<file path="src/rtl/decoder_3x8_stream.sv">
`default_nettype none
// ============================================================================
// Module      : decoder_3x8_stream
// Description : Streaming 3-to-8 one-hot decoder. Input codes arrive over a
//               valid/ready handshake and are buffered in a DEPTH-entry FIFO.
//               A registered output stage presents the one-hot word with its
//               own valid/ready handshake. A sweep mode generates the words
//               8'h01..8'h80 in order so that a downstream encoder can be
//               checked round-trip.
// Ports       : clk, rst          - clock, synchronous active-high reset
//               in_valid/in_ready - input handshake, in_code[2:0] payload
//               out_valid/out_ready - output handshake, out_d[7:0] one-hot
//               level[AW:0]       - FIFO occupancy, 0..DEPTH
//               sweep_start       - request a sweep (only taken when idle)
//               sweep_busy        - sweep in progress
//               dec_cnt[15:0]     - saturating count of accepted output words
//                                   (present only when DECODE_CNT_EN is defined)
// Options     : DECODE_CNT_EN     - adds the dec_cnt port and counter
// Revision    : 1.0 - initial release
// ============================================================================
module decoder_3x8_stream #(
  parameter int DEPTH = 4,
  parameter int AW    = $clog2(DEPTH)
) (
  input  logic          clk,
  input  logic          rst,
  input  logic          in_valid,
  output logic          in_ready,
  input  logic [2:0]    in_code,
  output logic          out_valid,
  input  logic          out_ready,
  output logic [7:0]    out_d,
  output logic [AW:0]   level,
  input  logic          sweep_start,
  output logic          sweep_busy
`ifdef DECODE_CNT_EN
  ,
  output logic [15:0]   dec_cnt
`endif
);

  localparam logic [0:0]  c_st_normal = 1'b0;
  localparam logic [0:0]  c_st_sweep  = 1'b1;
  localparam logic [AW:0] c_full      = (AW+1)'(DEPTH);

  logic [2:0]    r_mem [DEPTH];
  logic [AW-1:0] r_wr_ptr;
  logic [AW-1:0] r_rd_ptr;
  logic [AW:0]   r_count;
  logic [0:0]    r_state;
  logic [0:0]    w_state_nxt;
  logic [2:0]    r_sweep_cnt;

  logic w_full;
  logic w_empty;
  logic w_push;
  logic w_pop;
  logic w_accept;
  logic w_sweeping;
  logic w_sweep_done;
  logic w_sweep_load;

  assign w_full     = (r_count == c_full);
  assign w_empty    = (r_count == '0);
  assign w_sweeping = (r_state == c_st_sweep);
  assign w_push     = in_valid && in_ready;
  assign w_accept   = out_valid && out_ready;
  // Normal-mode load: output slot free (or being freed) and data waiting.
  assign w_pop      = (!out_valid || out_ready) && !w_empty && !w_sweeping;
  // The 8'h80 word is the last of a sweep; its acceptance ends the sweep
  // and must not trigger another load.
  assign w_sweep_done = w_sweeping && w_accept && out_d[7];
  assign w_sweep_load = w_sweeping && (!out_valid || out_ready) && !w_sweep_done;

  assign level = r_count;

  // --------------------------------------------------------------------------
  // FSM: state register
  // --------------------------------------------------------------------------
  always_ff @(posedge clk) begin
    if (rst) begin
      r_state <= c_st_normal;
    end else begin
      r_state <= w_state_nxt;
    end
  end

  // FSM: next state. A sweep only starts from a fully idle block; a request
  // at any other time is dropped rather than remembered.
  always_comb begin
    w_state_nxt = r_state;
    case (r_state)
      c_st_normal: begin
        if (sweep_start && w_empty && !out_valid) begin
          w_state_nxt = c_st_sweep;
        end
      end
      c_st_sweep: begin
        if (w_sweep_done) begin
          w_state_nxt = c_st_normal;
        end
      end
      default: w_state_nxt = c_st_normal;
    endcase
  end

  // FSM: outputs. in_ready ignores a same-cycle pop to keep it registered-only.
  always_comb begin
    sweep_busy = w_sweeping;
    in_ready   = !w_full && !w_sweeping;
  end

  // --------------------------------------------------------------------------
  // FIFO storage and pointers
  // --------------------------------------------------------------------------
  always_ff @(posedge clk) begin
    if (w_push) begin
      r_mem[r_wr_ptr] <= in_code;
    end
  end

  always_ff @(posedge clk) begin
    if (rst) begin
      r_wr_ptr <= '0;
      r_rd_ptr <= '0;
      r_count  <= '0;
    end else begin
      if (w_push) begin
        r_wr_ptr <= r_wr_ptr + 1'b1;
      end
      if (w_pop) begin
        r_rd_ptr <= r_rd_ptr + 1'b1;
      end
      case ({w_push, w_pop})
        2'b10:   r_count <= r_count + 1'b1;
        2'b01:   r_count <= r_count - 1'b1;
        default: r_count <= r_count;
      endcase
    end
  end

  // --------------------------------------------------------------------------
  // Output stage. out_d is forced to zero whenever the stage is empty.
  // --------------------------------------------------------------------------
  always_ff @(posedge clk) begin
    if (rst) begin
      out_valid <= 1'b0;
      out_d     <= 8'h00;
    end else if (w_pop) begin
      out_valid <= 1'b1;
      out_d     <= 8'h01 << r_mem[r_rd_ptr];
    end else if (w_sweep_load) begin
      out_valid <= 1'b1;
      out_d     <= 8'h01 << r_sweep_cnt;
    end else if (w_accept) begin
      out_valid <= 1'b0;
      out_d     <= 8'h00;
    end
  end

  // Sweep counter: index of the next sweep word; wraps to 0 after the
  // eighth load, and is explicitly cleared when the sweep completes.
  always_ff @(posedge clk) begin
    if (rst) begin
      r_sweep_cnt <= 3'd0;
    end else if (w_sweep_done) begin
      r_sweep_cnt <= 3'd0;
    end else if (w_sweep_load) begin
      r_sweep_cnt <= r_sweep_cnt + 3'd1;
    end
  end

`ifdef DECODE_CNT_EN
  always_ff @(posedge clk) begin
    if (rst) begin
      dec_cnt <= 16'h0000;
    end else if (w_accept && (dec_cnt != 16'hFFFF)) begin
      dec_cnt <= dec_cnt + 16'h0001;
    end
  end
`endif

endmodule
`default_nettype wire

</file>
<file path="config.mk">
export PLATFORM = sky130hd
export DESIGN_NAME = decoder_3x8_stream
export DESIGN_NICKNAME = d
export VERILOG_FILES = /design/src/rtl/decoder_3x8_stream.sv
export SDC_FILE = /design/constraint.sdc
export NUM_CORES = 1
export LEC_CHECK = 0
export ABC_AREA = 1
export CORE_MARGIN = 10
export CORE_UTILIZATION = 50
export CTS_CLUSTER_SIZE = 20
export DETAILED_ROUTE_END_ITERATION = 6
export PLACE_DENSITY = 0.85
export SLEW_MARGIN = 20
export SYNTH_ARGS = -nofsm -noshare
export SYNTH_HDL_FRONTEND = slang
export SYNTH_SLANG_ARGS = --single-unit
</file>
<file path="constraint.sdc">
create_clock -name clk -period 1.6 [get_ports clk]
set_input_delay 0.32 -clock clk [delete_from_list [all_inputs] [get_ports clk]]
set_output_delay 0.32 -clock clk [all_outputs]
set_load 0.05 [all_outputs]
</file>
# Word level (Yosys, flattened, before mapping)
# Memory sizes are Yosys's and may differ from the RTL's. A register that Yosys moved wholly into a read port is not among the register bits.
# Cells that the tools add are included.
[word_totals]
register_bits = 20
latchBits = 0
mem_bits_rw = 12
rom_bits = 0
input_bits = 8
wordCells = 54
n_memories = 1
[memory_table]
columns = ["memory", "depth", "width", "read_ports", "rd_ports_with_merged_regs", "wr", "line", "text"]
rows = [
  ["r_mem", 4, 3, 1, 1, 1, "46", "logic [2:0] r_mem [DEPTH];"],
]
[op_classes]
add_sub_neg = 5
multipliers = 0
div = 0
order_cmp = 0
n_eq_ne = 3
n_shift = 2
muxes = 14
bitwise = 1
reduce_logical = 21
[op_table]
columns = ["cell", "n"]
rows = [
  ["$mux W8", 3],
  ["$shl A1 B3 Y8 const A", 2],
  ["$logic_and A1 B1 Y1", 11],
  ["$mux W1", 7],
  ["$add A3 B1 Y3 const B", 2],
  ["$pmux W3 S2", 1],
  ["$logic_not A1 Y1", 5],
  ["$add A2 B1 Y2 const B", 2],
  ["$mux W2", 2],
  ["$eq A3 B3 Y1 const B", 1],
  ["$logic_not A3 Y1", 1],
  ["$reduce_bool A3 Y1", 1],
  ["$sub A3 B1 Y3 const B", 1],
  ["$eq A2 B1 Y1 const B", 1],
  ["$eq A2 B2 Y1 const B", 1],
  ["$pmux W1 S2", 1],
  ["$reduce_bool A2 Y1", 1],
  ["$reduce_or A2 Y1", 1],
  ["$logic_or A1 B1 Y1", 1],
  ["$not A1 Y1", 1],
]

# Depth between registers and ports, before layout
[depth]
depth_word = 7
depth_mapped = 12
depth_no_buf = 12

# Least setup slack after synthesis
# Ideal clock, no wire load.
[synth_path]
path_type = "reg-to-reg"
from = "reg r_count[0] (netlist: level[0])"
to = "reg r_count[2] (netlist: level[2])"
setup_ns = 0.070
t_arrival_ns = 2.138
slack_ns = -0.608
stages_incl_launch_ff = 13
path_cell_list = "dfxtp_1 -> inv_1 -> nand3_1 -> inv_1 -> nor2_8 -> ha_1 -> inv_1 -> fa_1 -> nor2_1 -> nor2_1 -> nand2_1 -> o21ai_0 -> a21oi_1"
[synth_between]
elab_chain_len = 6
word_cells_on_any_way = 14
classes_between = "add/sub (2); eq/ne (3); mux (1); reduce/logical (8)"
[synth_lines]
columns = ["item", "line", "text"]
rows = [
  ["from (decl)", "49", "logic [AW:0] r_count;"],
  ["from (signal assigned)", "135", "2'b10: r_count <= r_count + 1'b1;"],
  ["from (signal assigned)", "136", "2'b01: r_count <= r_count - 1'b1;"],
  ["from (signal assigned)", "137", "default: r_count <= r_count;"],
  ["$eq A3 B3 Y1 or $logic_not A3 Y1 (tied branches)", "63, 64", ""],
  ["$logic_not A1 Y1, on equally long branches", "110, 69", ""],
  ["$logic_and A1 B1 Y1, on equally long branches", "110, 69", ""],
  ["$logic_and A1 B1 Y1, on equally long branches", "66, 69", ""],
  ["$eq A2 B1 Y1 or $eq A2 B2 Y1 (tied branches)", "134", "case ({w_push, w_pop})"],
  ["$pmux W3 S2 or $reduce_bool A2 Y1 (tied branches)", "-", ""],
]
# Parallel ways exist; a longest one is shown, timed or not.
# A chain may end at the register's enable or synchronous reset.

# Worst setup path in the final report
[layout_path]
from = "reg r_count[1] (netlist: level[1])"
to = "reg r_count[1] (netlist: level[1])"
# The elaborated chain is that of the path after synthesis.

==> summary.md <==
| Metric | Value |
|---|---|
| Outcome | `finished with violations` |
| Failing checks | `setup timing` |
| Slew Viols, Final | `0` |
| Per-cell routed wire length | `11.5 µm` |
| Initial Util | `51.1%` |
| Clk_lat worst skew | `280 ps` |
| Pin count of the biggest net entering global routing | `13` |
| Share of cells above drive strength 1 | `26.7%` |
| Max IR drop VDD | `1240 µV` |
| Fillers | `276` |
| MaxCap Viol Count | `0` |
| Critical Path AT | `1800 ps` |
| Final wirelength | `3.87 mm` |
| Final net count | `307` |
| DRC violation count after routing | `0` |
| CTS buffer count | `5` |
| Setup TNS | `-27.6 ps` |
| Critical Path Slowest Stage Cell | `fa_2` |
| Complex-gate fraction of the synthesized area | `5.77%` |
| WHS | `493 ps` |
| PD cells | `2060 nW/µm²` |
| Final hold viol count | `0` |
| Worst min-delay path category | `flop to flop` |
| Synth Area in Adders | `8.55%` |
| CP Capture Type | `flop` |
| CTS tree | `yes` |
| Finished Layout Cells | `336` |
| RSZ-0062 raised after global routing | `true` |
| Vias in the first global route | `1498` |
| Final period util | `102%` |
| Number of DRC markers in iteration 0 | `94` |
| Global-route wire length before repair | `6.34 mm` |
| Warnings, synthesis | `0` |
| Vias | `1619` |
| Port buffer count | `21` |
| Max frequency | `614 MHz` |
| Mapped Avg Cell Area | `7.81 µm²` |
| CTS Sinks | `34` |
| Total nets after synthesis | `256` |
| Measured slew at the worst slew-check pin | `315 ps` |
| Final Setup Violations | `1` |
| Slew headroom | `78.9%` |
| Antenna diode count | `0` |
| Mapped Cells | `236` |
| Cell area after synthesis | `1840 µm²` |
| Simple-gate share of the synthesized area | `33.5%` |
| LEAKAGE | `0.00115 µW` |
| Largest family of logic cells by synthesized area | `simple AND/OR/NAND/NOR gates` |
| Io pins | `22` |
| Seq/Total Area, Yosys | `43.4%` |
| H-tree Lvls | `2` |
| Clock skew | `6.53 ps` |
| Die W | `80.7 µm` |
| Mux contribution to synthesized area | `0%` |
| Final setup margin | `-27.6 ps` |
| Dpl ws | `-478 ps` |
| Die H | `80.7 µm` |
| Clk buf depth | `2` |
| Die area | `6520 µm²` |
| Worst path max stage delay | `530 ps` |
| CP Launch Type | `flop` |
| Core area | `3610 µm²` |
| Initial antenna violation count | `0` |
| Routability cong. | `0.822` |
| Row cnt | `22` |
| Synth cell types | `25` |
| Dpl cells | `325` |
| Synth Register Bits | `34` |
| Root buffer cell | `clkbuf_8` |
| GRT Residual Overflow | `0` |
| Min Tclk post-route | `1630 ps` |
| Worst-path clk slew | `60 ps` |
| Crit-path cells | `inv_6 -> nand3_4 -> inv_4 -> nor2_8 -> ha_4 -> inv_2 -> fa_2 -> nor2_2 -> a21oi_2 -> nor2_1` |
| Crit path max fanout | `4` |
| Placed wire-length estimate | `2.93 mm` |
| Crit path kind | `flop to flop` |
| GR Util All Layers | `12.1%` |
| Drt pass-1 iters | `4` |
| Critical Path RT | `1770 ps` |
| Hold-fix buffers at CTS | `0` |
| Final antenna-violating net count | `0` |
| P&R area growth vs syn | `34.5%` |
| Synth Area in XOR/XNOR | `0.475%` |
| Vias per inst | `4.82` |
## per-layer routing
layer | wire (µm) | part of all wire (%) | track usage (%)
met1 | 1580 | 41 | 13.2
met2 | 2030 | 53 | 21.4
met3 | 189 | 4.9 | 3.86
met4 | 67 | 1.7 | 4.50
met5 | 0 | 0 | 0
## stage by stage
stage	util [%]	total power, µW	area, µm²
5_1_grt	68.8	5520	2480
4_1_cts	67.8	5010	2440
6_report	68.8	5120	2480
2_1_floorplan	-	3330	1900
3_3_place_gp	65.1	4270	2350
3_5_place_dp	65.1	4340	2350
## kinds of logic (layout without fill, tap and decap cells)
group,after synthesis,count (layout)
simple gates,132,132
buf+inv,38,90
flops,34,34
compound gates,19,19
fa+ha+maj,12,12
xor+xnor,1,1
## report_power, final
group | switching (µW) | internal (µW) | leakage (µW) | total [µW]
registers | 188 | 1160 | 0.000294 | 1340
logic | 1820 | 1320 | 0.000805 | 3140
clock network | 290 | 338 | 0.0000463 | 628
total | 2300 | 2820 | 0.00115 | 5120
## synthesized netlist by cell type, drive strengths merged
library cell  number  share of area [%]
a211oi             2                1.1
a21oi             10                2.7
a31oi              1               0.34
buf                3                1.2
clkbuf             1               0.20
dfxtp             22                 24
edfxtp            12                 20
fa                 1                1.1
ha                11                7.5
inv               34                6.9
nand2             64                 14
nand3             17                6.5
nand4             14                4.7
nor2              37                8.4
o21ai              6                1.6
xor2               1               0.47
## cell usage in the layout (no fill, tap or decap), drive strengths merged
cell type	instances
a211oi	2
a21oi	10
a31oi	1
buf	41
clkbuf	6
clkdlybuf4s50	6
clkinv	2
dfxtp	22
dlygate4sd2	1
edfxtp	12
fa	1
ha	11
inv	34
nand2	64
nand3	17
nand4	14
nor2	37
o21ai	6
xor2	1
## registers in the layout, indices dropped and copies added, names as in the netlist, named ones only
name / count
r_mem: 12
out_d: 8
level: 3
r_sweep_cnt: 3
r_rd_ptr: 2
r_wr_ptr: 2
out_valid: 1
sweep_busy: 1
## final cells by class
| class | instances | area [µm²] | area share [%] |
|---|---|---|---|
| clock buffer | 6 | 82.6 | 3.33 |
| clock inverter | 2 | 7.51 | 0.303 |
| inverter | 34 | 143 | 5.75 |
| multi-input combinational | 164 | 930 | 37.5 |
| sequential | 34 | 820 | 33.0 |
| tap | 48 | 60.1 | 2.42 |
| timing repair buffer | 48 | 439 | 17.7 |
## path summary, 6_finish.rpt
| kind | startpoint | end | slack, ps | cells past startpoint |
|---|---|---|---|---|
| worst max-delay path | level[1]$_SDFFE_PP0P_ | level[1]$_SDFFE_PP0P_ | -30 | 10 |
| worst min-delay path | r_rd_ptr[0]$_SDFFE_PP0N_ | r_rd_ptr[0]$_SDFFE_PP0N_ | 490 | 1 |
| worst max register to register | level[1]$_SDFFE_PP0P_ | level[1]$_SDFFE_PP0P_ | -30 | 10 |
| worst min register to register | r_rd_ptr[0]$_SDFFE_PP0N_ | r_rd_ptr[0]$_SDFFE_PP0N_ | 490 | 1 |
## what timing repair did
| item | CTS | global route |
|---|---|---|
| setup buffers | 1 | 2 |
| pin swaps | 2 | 4 |
| gates resized for setup | 1 | 7 |
| setup endpoints to repair | 2 | 2 |
| cloned | 0 | 0 |
## critical path, delay by kind of cell, from the launching register on
family / cells / cell delay [ps]
adder cells (fa/ha/maj): 2 / 660
flip-flops: 1 / 370
AND/OR/NAND/NOR: 4 / 280
AO/OA/AOI/OAI: 1 / 90
buffers and inverters: 3 / 130
Note: power is estimated with default switching activity, not from simulation.
==> variant 1: new RTL, same flow settings <==
Register the input `sweep_start` before use, without a reset. The logic sees it one clock later. The other inputs are not delayed to match.
--- a/src/rtl/decoder_3x8_stream.sv
+++ b/src/rtl/decoder_3x8_stream.sv
@@ -43,4 +43,10 @@
   localparam logic [0:0]  c_st_sweep  = 1'b1;
   localparam logic [AW:0] c_full      = (AW+1)'(DEPTH);
+
+  logic sweep_start_q;
+
+  always_ff @(posedge clk) begin
+    sweep_start_q <= sweep_start;
+  end
 
   logic [2:0]    r_mem [DEPTH];
@@ -92,5 +98,5 @@
     case (r_state)
       c_st_normal: begin
-        if (sweep_start && w_empty && !out_valid) begin
+        if (sweep_start_q && w_empty && !out_valid) begin
           w_state_nxt = c_st_sweep;
         end
Check against the original RTL: not equivalent (Yosys sat finds a counterexample within 4 cycles, from zero or initial values and one cycle with rst high).
==> variant 1 against the unedited design <==
The run still ends with negative setup slack left; wire length up 17%; worst hold slack worse by 34 ps; critical path depth did not move; sequential power is 9% higher; area after synthesis up 0.47%; design area increased by 4.1%; sequential cell count rose by 1; combinational power up 18%; setup slack lost 110 ps; power up 14%; critical path type unchanged.
==> variant 1: results (changes against the unedited design) <==
| Metric | Value |
|---|---|
| Outcome | `finished, violations left (unchanged)` |
| Failing checks | `negative setup slack (unchanged)` |
| Largest net degree at the start of global routing | `16 (was 13)` |
| First-pass GRT wire length | `7.55 mm (was 6.34 mm)` |
| Pre-CTS setup slack | `-482 ps (was -478 ps)` |
| Vias in the first global route | `1668 (was 1498)` |
| Routed WL per cell | `13.5 microns (was 11.5 microns)` |
| Asr flop ratio synth | `0% (unchanged)` |
| Post-route setup TNS | `-140 ps (was -27.6 ps)` |
| Final clock skew | `11.5 ps (was 6.53 ps)` |
| Final Setup Violations | `1 (unchanged)` |
| Via density | `5.03 (was 4.82)` |
| Share of layout cells above drive strength 1 | `29.5% (was 26.7%)` |
| Critical Path AT | `1910 ps (was 1800 ps)` |
| List of most frequent post-synthesis cells | `58 x nand2_1, 32 x nor2_1, 29 x inv_1 (was 60 x nand2_1, 36 x nor2_1, 30 x inv_1)` |
| Total Routing Usage GR | `14.8% (was 12.1%)` |
| Max_slew headroom | `79.6% (was 78.9%)` |
| DRT Pass-1 Iters | `4 (unchanged)` |
| N_diodes | `0 (unchanged)` |
| Synthesis warning total | `0 (unchanged)` |
| Clock Latency Late Sink | `300 ps (was 280 ps)` |
| Placer's final routability congestion estimate | `0.865 (was 0.822)` |
| H-tree depth | `2 (unchanged)` |
| Leakage | `1.18 nW (was 1.15 nW)` |
| Final WS setup | `-140 ps (was -27.6 ps)` |
| Pint | `3.10 mW (was 2.82 mW)` |
| Worst min-delay path class | `flop to flop (unchanged)` |
| Seq/Total Area, Yosys | `44.3% (was 43.4%)` |
| Post-Syn Nets | `253 (was 256)` |
| HPWL Detailed | `3.21 mm (was 2.93 mm)` |
| Starting DRT DRC Count | `120 (was 94)` |
| Ranking of synthesized cells by area | `dfxtp_1 25%, edfxtp_1 19%, nand2_1 12% (was dfxtp_1 24%, edfxtp_1 20%, nand2_1 12%)` |
| Max VDD drop | `1.50 mV (was 1.24 mV)` |
-- variant 1: final cells by class --
type | instances | area [sq um]
clock buffer | 6 | 82.6
sequential | 35 | 840
inverter | 33 | 136
multi-input combinational | 161 | 963
fill | 283 | 1050
tap | 48 | 60.1
timing repair buffer | 51 | 485
clock inverter | 2 | 16.3
-- variant 1: critical path, stage by stage (launching register included) --
cell and delay, ps:
dfxtp_4 360, inv_4 70, nand3_4 90, inv_4 90, nor2_8 40, ha_4 160
fa_2 360, a21oi_2 150, o21ai_2 90, o21ai_2 140, a21oi_1 70
-- variant 1: through the flow --
step | std cells | hold slack, ps | cell area [sq um]
5_1_grt | 336 | 456 | 2580
4_1_cts | 335 | 459 | 2560
3_5_place_dp | 325 | 452 | 2430
2_1_floorplan | 233 | 348 | 1930
3_3_place_gp | 325 | 451 | 2430
6_report | 336 | 459 | 2580
-- variant 1: layer usage --
layer / part of all wire [%] / up-vias / track usage, %
met4: 1.5 / 0 / 5.36
met1: 39 / 783 / 15.4
met5: 0 / - / 0
met2: 54 / 37 / 27.5
met3: 5.2 / 6 / 4.30
li1: - / 865 / -
-- variant 1: timing repair --
action / 4_1_cts / 5_1_grt
cloned: 0 / 0
endpoints found under the setup margin: 2 / 3
pin swaps: 3 / 2
resized for setup: 6 / 6
hold buffers: 0 / 0
setup buffers: 2 / 4
-- variant 1: cell families after synthesis --
| family | Yosys count | synth area share [%] |
|---|---|---|
| AOI/OAI and AO/OA | 22 | 6.55 |
| xor gates and xnor gates | 1 | 0.473 |
| adders and majority gates | 12 | 8.51 |
| buffers and inverters | 37 | 8.03 |
| DFF | 35 | 44.3 |
| and+or+nand+nor | 126 | 32.1 |
-- variant 1: worst paths after layout --
kind	start	end	slack [ps]	depth (start not counted)
setup reg to reg	level[0]	level[2]	-140	10
setup / recovery	level[0]	level[2]	-140	10
hold reg to reg	sweep_start_q	sweep_busy	460	2
hold / removal	sweep_start_q	sweep_busy	460	2
-- variant 1: power groups by stage --
| stage | clock [mW] | combinational [mW] | sequential [mW] |
|---|---|---|---|
| floorplan | 0 | 1.66 | 1.96 |
| global placement | 0 | 3.30 | 1.45 |
| detailed placement | 0 | 3.42 | 1.46 |
| CTS | 0.694 | 3.58 | 1.45 |
| global route | 0.728 | 4.01 | 1.49 |
| finish | 0.684 | 3.69 | 1.46 |
==> variant 2: new RTL, same flow settings <==
Made on the original files. The option `DECODE_CNT_EN` is turned on by a define.
--- a/src/rtl/decoder_3x8_stream.sv
+++ b/src/rtl/decoder_3x8_stream.sv
@@ -19,4 +19,6 @@
 // Revision    : 1.0 - initial release
 // ============================================================================
+`define DECODE_CNT_EN
+
 module decoder_3x8_stream #(
   parameter int DEPTH = 4,
Behaviour (old outputs only; new: dec_cnt): unchanged (equiv_simple and equiv_induct, registers matched by name and starting in step).
==> variant 2 against the unedited design <==
The flow still finishes with violations (negative setup slack); largest cell class unchanged; area after synthesis increased by 42%; sequential cell count increased by 16; setup slack got worse by 72 ps; design area increased by 54%; power increased by 27%; wire length increased by 87%; largest power group unchanged; via count increased by 63%; non-clock buffer count increased by 41; critical endpoint unchanged.
==> variant 2: results (changes against the unedited design) <==
| Metric | Value |
|---|---|
| Leakage | `1.62 nW (was 1.15 nW)` |
| Top flop regs | `dec_cnt (16), r_mem (12), out_d (8) (was r_mem (12), out_d (8))` |
| Post-Syn Nets | `367 (was 256)` |
| Adder-Cell Fraction of Synth Area | `6.49% (was 8.55%)` |
| Met1 Usage GRT | `17.9% (was 13.2%)` |
| DRT met1 WL | `2.96 mm (was 1.58 mm)` |
| HPWL Detailed | `5.17 mm (was 2.93 mm)` |
| Synth Flop Type | `dfxtp_1 (unchanged)` |
| Outcome | `finished, violations left (unchanged)` |
| R2r startpoint | `level[2] (was level[1])` |
| Final WS setup | `-99.2 ps (was -27.6 ps)` |
| Metal2 WL | `3.73 mm (was 2.03 mm)` |
| Starting DRT DRC Count | `212 (was 94)` |
| Post-DP Area | `3620 sq um (was 2350 sq um)` |
| Sw frac | `45.2% (was 44.9%)` |
| CP max stage delay | `420 ps (was 530 ps)` |
| Final clock skew | `4.56 ps (was 6.53 ps)` |
| Max_slew headroom | `72.5% (was 78.9%)` |
| List of most frequent post-synthesis cells | `98 x nand2_1, 42 x nor2_1, 38 x dfxtp_1, 38 x inv_1, 27 x a21oi_1 (was 60 x nand2_1, 36 x nor2_1, 30 x inv_1)` |
| Met3 WL | `395 microns (was 189 microns)` |
| Seq/Total Area, Yosys | `42.8% (was 43.4%)` |
| Synth cell types | `30 (was 25)` |
| First-pass GRT wire length | `11.7 mm (was 6.34 mm)` |
| Placer's final routability congestion estimate | `0.866 (was 0.822)` |
| Max VDD drop | `1.27 mV (was 1.24 mV)` |
| Port bufs | `37 (was 21)` |
| XOR/XNOR Fraction of Synth Area | `2.67% (was 0.475%)` |
| Final Setup Violations | `3 (was 1)` |
| Clk slew on worst S/H paths | `100 ps (was 60 ps)` |
| Post-CTS setup buffer count | `5 (was 1)` |
| Largest net degree at the start of global routing | `19 (was 13)` |
| Filler cells | `335 (was 276)` |
| GRT met3 Usage | `4.36% (was 3.86%)` |
| Failing checks | `negative setup slack (unchanged)` |
| R2R cell count | `9 (was 10)` |
| Critical Path AT | `1960 ps (was 1800 ps)` |
| WL final | `7.24 mm (was 3.87 mm)` |
| Max FO, Critical Path | `3 (was 4)` |
| Met2 GRT Util | `29.6% (was 21.4%)` |
variant 2: cell types whose count changed after synthesis, moves of 3 or more:
| cell | delta |
|---|---|
| dfxtp_1 | +16 |
| inv_2 | -3 |
| xnor2_1 | +5 |
| nand4_1 | -11 |
| nand2_1 | +38 |
| a21oi_2 | +6 |
| inv_1 | +8 |
| o21ai_0 | +8 |
| nor2_1 | +6 |
| o21ai_1 | +7 |
| a21oi_1 | +17 |
variant 2: logic make-up (layout without fill, tap and decap cells):
logic type,Yosys count,in the layout
xor+xnor,8,8
fa+ha+maj,13,13
buf+inv,48,137
compound gates,60,60
flops,50,50
simple gates,167,168
variant 2: per-stage QoR:
step	util (%)	worst slack [ps]	setup TNS [ps]	total power [mW]	instances
6_report	75.0	-99.2	-259	6.52	506
5_1_grt	75.0	-175	-469	6.98	506
4_1_cts	73.8	-87.7	-185	6.32	504
3_5_place_dp	70.9	-641	-6610	5.39	491
3_3_place_gp	70.9	-551	-4590	5.26	491
2_1_floorplan	-	-346	-672	4.01	346
variant 2: layout make-up:
class	count	area [sq um]	share of cell area (%)
clock inverters	3	28.8	0.751
clock buffers	5	68.8	1.80
well taps	70	87.6	2.29
multi-input cells	249	1400	36.5
inverters	40	158	4.12
repair buffers	89	930	24.3
flip-flops and latches	50	1160	30.3
variant 2: worst register-to-register path: stages, from the launching register on:
cell and delay (ps):
dfxtp_4 370, buf_6 120, a31oi_4 220, nand2_4 90
ha_4 160, inv_2 60, fa_2 420, nor2_1 100
a21oi_1 50, nor2_1 70
variant 2: how the worst max path moves through the flow:
stage,start,to,slack [ps],cells past startpoint
after CTS,level[2],level[1],-90,9
final,level[2],level[1],-100,9
after floorplan,level[0],level[1],-350,9
after detailed placement,out_ready,level[2],-640,12
after global placement,out_ready,level[2],-550,12
after global routing,level[1],level[1],-170,10
